`src/rtl/uart_tx_scheduler_pkg.sv`:
```
// Shared constants and types for the UART transmit scheduler.
package uart_tx_scheduler_pkg;

  localparam int unsigned UART_CHAR_CYCLES = 8681;
  localparam int unsigned UTXQ_DEPTH       = 16;
  localparam int unsigned UART_DATA_W      = 8;

  typedef enum logic {
    UTXQ_IDLE = 1'b0,
    UTXQ_WAIT = 1'b1
  } utxq_state_e;

  // Write request presented to the uart transmitter.
  typedef struct packed {
    logic                   wr;
    logic [UART_DATA_W-1:0] dat;
  } uart_req_t;

endpackage

```
`src/rtl/sync_fifo.sv`:
```
// Single-clock FIFO with registered occupancy; refuses pushes when full and pops when empty.
module sync_fifo #(
  parameter int unsigned WIDTH = 8,
  parameter int unsigned DEPTH = 16
) (
  input  logic                         clk,
  input  logic                         rst,
  input  logic                         push,
  input  logic [WIDTH-1:0]             push_data,
  input  logic                         pop,
  output logic [WIDTH-1:0]             pop_data,
  output logic                         full,
  output logic                         empty,
  output logic [$clog2(DEPTH+1)-1:0]   level
);

  localparam int unsigned PTR_W = $clog2(DEPTH);
  localparam int unsigned LVL_W = $clog2(DEPTH + 1);

  logic [WIDTH-1:0] mem [DEPTH];
  logic [PTR_W-1:0] wptr;
  logic [PTR_W-1:0] rptr;
  logic             do_push;
  logic             do_pop;

  assign full     = (level == LVL_W'(DEPTH));
  assign empty    = (level == '0);
  assign do_push  = push & ~full;
  assign do_pop   = pop & ~empty;
  assign pop_data = mem[rptr];

  always_ff @(posedge clk) begin
    if (do_push) begin
      mem[wptr] <= push_data;
    end
  end

  // Pointers wrap naturally because DEPTH is a power of two.
  always_ff @(posedge clk or posedge rst) begin
    if (rst) begin
      wptr  <= '0;
      rptr  <= '0;
      level <= '0;
    end else begin
      if (do_push) begin
        wptr <= wptr + PTR_W'(1);
      end
      if (do_pop) begin
        rptr <= rptr + PTR_W'(1);
      end
      if (do_push && !do_pop) begin
        level <= level + LVL_W'(1);
      end else if (!do_push && do_pop) begin
        level <= level - LVL_W'(1);
      end
    end
  end

endmodule

```
`src/rtl/uart_tx_scheduler.sv`:
```
// Queues CPU bytes for the uart and releases them one write pulse per character time.
module uart_tx_scheduler
  import uart_tx_scheduler_pkg::*;
#(
  parameter int unsigned DEPTH       = UTXQ_DEPTH,
  parameter int unsigned CHAR_CYCLES = UART_CHAR_CYCLES
) (
  input  logic                         clk,
  input  logic                         rst,
  input  logic                         wr_en,
  input  logic [7:0]                   wr_data,
  output logic                         stall,
  output logic                         uart_wr,
  output logic [7:0]                   uart_dat,
  output logic                         busy,
  output logic [$clog2(DEPTH+1)-1:0]   level
);

  localparam int unsigned LVL_W = $clog2(DEPTH + 1);
  localparam int unsigned CNT_W = $clog2(CHAR_CYCLES);

  utxq_state_e      state;
  utxq_state_e      state_next;
  logic [CNT_W-1:0] cnt;
  logic             issue;
  logic             push;
  logic             full;
  logic             empty;
  logic [7:0]       head;
  logic [LVL_W-1:0] lvl_next;
  uart_req_t        req;

  assign push     = wr_en & ~full;
  assign stall    = wr_en & full;
  assign uart_wr  = req.wr;
  assign uart_dat = req.dat;

  sync_fifo #(
    .WIDTH (8),
    .DEPTH (DEPTH)
  ) u_fifo (
    .clk       (clk),
    .rst       (rst),
    .push      (push),
    .push_data (wr_data),
    .pop       (issue),
    .pop_data  (head),
    .full      (full),
    .empty     (empty),
    .level     (level)
  );

  always_ff @(posedge clk or posedge rst) begin
    if (rst) begin
      state <= UTXQ_IDLE;
    end else begin
      state <= state_next;
    end
  end

  always_comb begin
    state_next = state;
    case (state)
      UTXQ_IDLE: if (!empty) state_next = UTXQ_WAIT;
      UTXQ_WAIT: if (cnt == '0 && empty) state_next = UTXQ_IDLE;
      default:   state_next = UTXQ_IDLE;
    endcase
  end

  always_comb begin
    issue = 1'b0;
    case (state)
      UTXQ_IDLE: issue = !empty;
      UTXQ_WAIT: issue = (cnt == '0) && !empty;
      default:   issue = 1'b0;
    endcase
  end

  // Reload with CHAR_CYCLES-1 so the next issue lands exactly CHAR_CYCLES after this one.
  always_ff @(posedge clk or posedge rst) begin
    if (rst) begin
      cnt <= '0;
    end else if (issue) begin
      cnt <= CNT_W'(CHAR_CYCLES - 1);
    end else if (cnt != '0) begin
      cnt <= cnt - CNT_W'(1);
    end
  end

  always_comb begin
    lvl_next = level;
    if (push && !issue) begin
      lvl_next = level + LVL_W'(1);
    end else if (!push && issue) begin
      lvl_next = level - LVL_W'(1);
    end
  end

  always_ff @(posedge clk or posedge rst) begin
    if (rst) begin
      req  <= '0;
      busy <= 1'b0;
    end else begin
      req.wr <= issue;
      if (issue) begin
        req.dat <= head;
      end
      busy <= (lvl_next != '0) || (state_next != UTXQ_IDLE);
    end
  end

endmodule

```
`config.mk`:
```
export PLATFORM = sky130hd
export DESIGN_NAME = uart_tx_scheduler
export DESIGN_NICKNAME = d
export VERILOG_FILES = /design/src/rtl/uart_tx_scheduler_pkg.sv /design/src/rtl/sync_fifo.sv /design/src/rtl/uart_tx_scheduler.sv
export SDC_FILE = /design/constraint.sdc
export NUM_CORES = 1
export LEC_CHECK = 0
export BUFFER_PORTS_ARGS = -buffer_cell sky130_fd_sc_hd__buf_4
export CAP_MARGIN = 20
export CELL_PAD_IN_SITES_DETAIL_PLACEMENT = 0
export CELL_PAD_IN_SITES_GLOBAL_PLACEMENT = 1
export CORE_UTILIZATION = 30
export DETAILED_ROUTE_END_ITERATION = 8
export GPL_TIMING_DRIVEN = 1
export PLACE_DENSITY_LB_ADDON = 0.2
export SYNTH_ARGS = -nofsm -noshare
export SYNTH_HDL_FRONTEND = slang
export SYNTH_HIERARCHICAL = 1
export SYNTH_SLANG_ARGS = --single-unit
```
`constraint.sdc`:
```
create_clock -name clk -period 3.7 [get_ports clk]
set_input_delay 0.925 -clock clk [delete_from_list [all_inputs] [get_ports clk]]
set_output_delay 0.925 -clock clk [all_outputs]
set_load 0.01 [all_outputs]
```
==> qor.txt <==
Final ANT Viol Nets - 0
minimum clock period - 3.22 ns
Worst Hold Class - in2async
initial antenna violation count - 0
DIE WIDTH - 155 um
Area growth, synth to finish - 16.9%
Logic pwr share - 0.175
commonest non-fill, non-tap cell in the layout - edfxtp_1
most area-consuming cells after synthesis - edfxtp_1 54%, dfrtp_1 13%, mux4_2 5.1%, mux2i_1 4.7%, ha_1 2.3%
final hold violation count - 0
CP Class - reg2reg
Initial Utilization - 0.309
pre-CTS WS - 0.469 ns
syn_nets - 463
setup TNS - 0 ns
Final Non-Filler Cells - 813
# hold bufs at CTS - 0
switching pwr - 1.47 mW
fin area - 0.00827 mm2
Core Box Area - 0.0228 mm2
number of global-route vias before repair - 3838
io pins - 27
Worst Setup Slack, final - 0.478 ns
placed cell count - 780
Pwr Total - 5.01 mW
post-DR vias/cell - 4.63
die area - 0.0242 mm2
first-pass GRT wire length - 23.3 mm
worst reg2reg path startpoint - cnt[4]
final cycle utilization of the critical path - 0.871
WP data required - 4.04 ns
highest-delay cell along the critical path - or4_4
register area share after synthesis - 0.678
async set-or-reset flop fraction in the synthesized netlist - 0.229
Slew headroom - 0.521
Layout Utilization - 0.362
internal power - 3.54 mW
status - finished, final reports clean
gr ovfl total - 0
Antenna diodes - 0
Net Sw Frac - 0.293
Final setup viols - 0
EDFF count, synth - 128
Primary FF master, synth - edfxtp_1
RSZ-0062 raised after global routing - no
1st-pass router iterations - 4
Crit path max-delay family - simple AND/OR/NAND/NOR gates
Clock power frac - 0.335
DRC Markers - 0
Via Count - 3767
DP Area - 0.00767 mm2
initial DRC count - 263
Slew @ Worst Pin - 0.717 ns
routed len/inst - 18.4 um
Worst-Skew Late Latency - 0.43 ns
Worst-path clk slew - 0.07 ns
post-DP HPWL - 9.96 mm
critical path's largest stage delay - 0.58 ns
Worst path most repeated cell - ha_1
clock sink count - 166
cell count after synthesis - 438
Peak VDD IR - 0.334 mV
Synth warnings - 6
Cell Area, Synth - 0.00707 mm2
Lkg Pwr - 3.11 nW
type of origin of the critical path - flip-flop
Yosys top cell by area - edfxtp_1
crit path launch - cnt[4]
pin count of the biggest net entering global routing - 26
gp weighted congestion - 0.708
share of cells above drive strength 1 - 0.224
CTS buffer count - 17
Max Slew Vio Count - 0
max-cap viol count - 0
standard-cell rows - 55
Setup Fix Bufs, Post-CTS - 0
clk_skew - 0.0109 ns
CP arrival - 3.56 ns
CTS tree - yes
worst reg-to-reg path cell count - 12
DIE HEIGHT - 155 um
IO buf count - 26
Yosys reg bits - 166
post-synth top area share - 0.544
Levels on crit path - 12
FMAX - 0.310 GHz
Root Buffer - clkbuf_16
total track usage - 0.135
number of distinct library cells after synthesis - 54
most frequent cells in the layout - 128 x edfxtp_1, 50 x buf_4, 37 x dfrtp_1
WL final - 15.0 mm
largest fanout on the critical path - 6
fillers - 2195
Reg power frac - 0.490
nets - 512
crit-path cells - or4_4, nand4bb_4, a21oi_4, o21a_1, inv_2, ha_1, inv_1, ha_1, a21o_1, a21oi_1, mux2i_1, xnor2_1
clock tree buffer depth - 2
post_cts resized - 0
Buf/Inv on CP - 2
crit end category - flip-flop
power per cell area - 606 mW/mm2
syn_area_per_cell - 16.1 um2
# H-tree levels - 4
final hold slack - 0.407 ns
-- synthesized netlist by cell type, drive strengths merged (2+ instances only) --
| cell | n |
|---|---|
| a211o | 2 |
| a21o | 3 |
| a21oi | 4 |
| a221oi | 16 |
| a22oi | 8 |
| and2 | 3 |
| buf | 17 |
| clkbuf | 4 |
| dfrtp | 38 |
| edfxtp | 128 |
| ha | 13 |
| inv | 12 |
| mux2 | 9 |
| mux2i | 33 |
| mux4 | 16 |
| nand2 | 25 |
| nand2b | 5 |
| nand3 | 6 |
| nand4 | 4 |
| nor2 | 24 |
| nor2b | 2 |
| nor3 | 10 |
| nor4 | 3 |
| o21a | 2 |
| o21ai | 14 |
| o41ai | 3 |
| or3 | 2 |
| or4 | 3 |
| xnor2 | 10 |
| xor2 | 7 |
-- area by class of cell --
type	count	area, um2	share of cell area
clock buffers	17	425	0.0515
clock inverters	15	138	0.0167
inverters	12	45.0	0.00545
multi-input cells	239	2070	0.250
flip-flops and latches	166	4800	0.580
well taps	313	392	0.0474
repair buffers	51	403	0.0487
-- sequential cells by signal (all words and copies together), names as in the netlist --
register	cells
cnt	14
uart_wr	1
busy	1
u_fifo/rptr	4
state	1
u_fifo/wptr	4
u_fifo/level	5
uart_dat	8
u_fifo/mem	128
-- cell families (layout without fill, tap and decap cells) --
kind of cell / after synthesis / after routing / synth area share
adders and majority gates: 14 / 14 / 0.0258
muxes: 58 / 58 / 0.112
and+or+nand+nor: 94 / 94 / 0.0719
xor gates and xnor gates: 17 / 17 / 0.0211
AOI/OAI and AO/OA: 56 / 56 / 0.0616
buffers and inverters: 33 / 95 / 0.0292
DFF: 166 / 166 / 0.678
-- routing by layer --
layer  vias up  routed length (um)  share of wire  track usage
li1       1793                   -              -            -
met1      1911                6920           0.46        0.177
met2        52                7400           0.49        0.217
met3        11                 506          0.034       0.0301
met4         0                 171          0.011       0.0509
met5         -                   0              0            0
-- power by group through the flow --
stage	Combinational, mW	Sequential, mW	Clock (mW)
finish	0.877	2.46	1.68
global route	0.991	2.49	1.80
CTS	0.890	2.46	1.72
detailed placement	0.885	2.50	0
global placement	0.874	2.48	0
floorplan	0.595	2.44	0
-- path summary, 6_finish.rpt --
check                                        to  slack (ns)
worst min-delay path                    uart_wr        0.41
worst min register to register      uart_dat[3]        0.48
worst max-delay path            u_fifo/level[4]        0.48
max in group asynchronous        u_fifo/rptr[0]        2.75
worst max register to register  u_fifo/level[4]        0.48
min in group clk                    uart_dat[3]        0.48
-- worst reg2reg max path, stage by stage (launching register included) --
cell and delay (ns):
dfrtp_1 0.44, or4_4 0.58, nand4bb_4 0.30, a21oi_4 0.19, o21a_1 0.22, inv_2 0.08
ha_1 0.20, inv_1 0.15, ha_1 0.29, a21o_1 0.17, a21oi_1 0.16, mux2i_1 0.23
xnor2_1 0.13
Power figures use the tool's default switching activity.
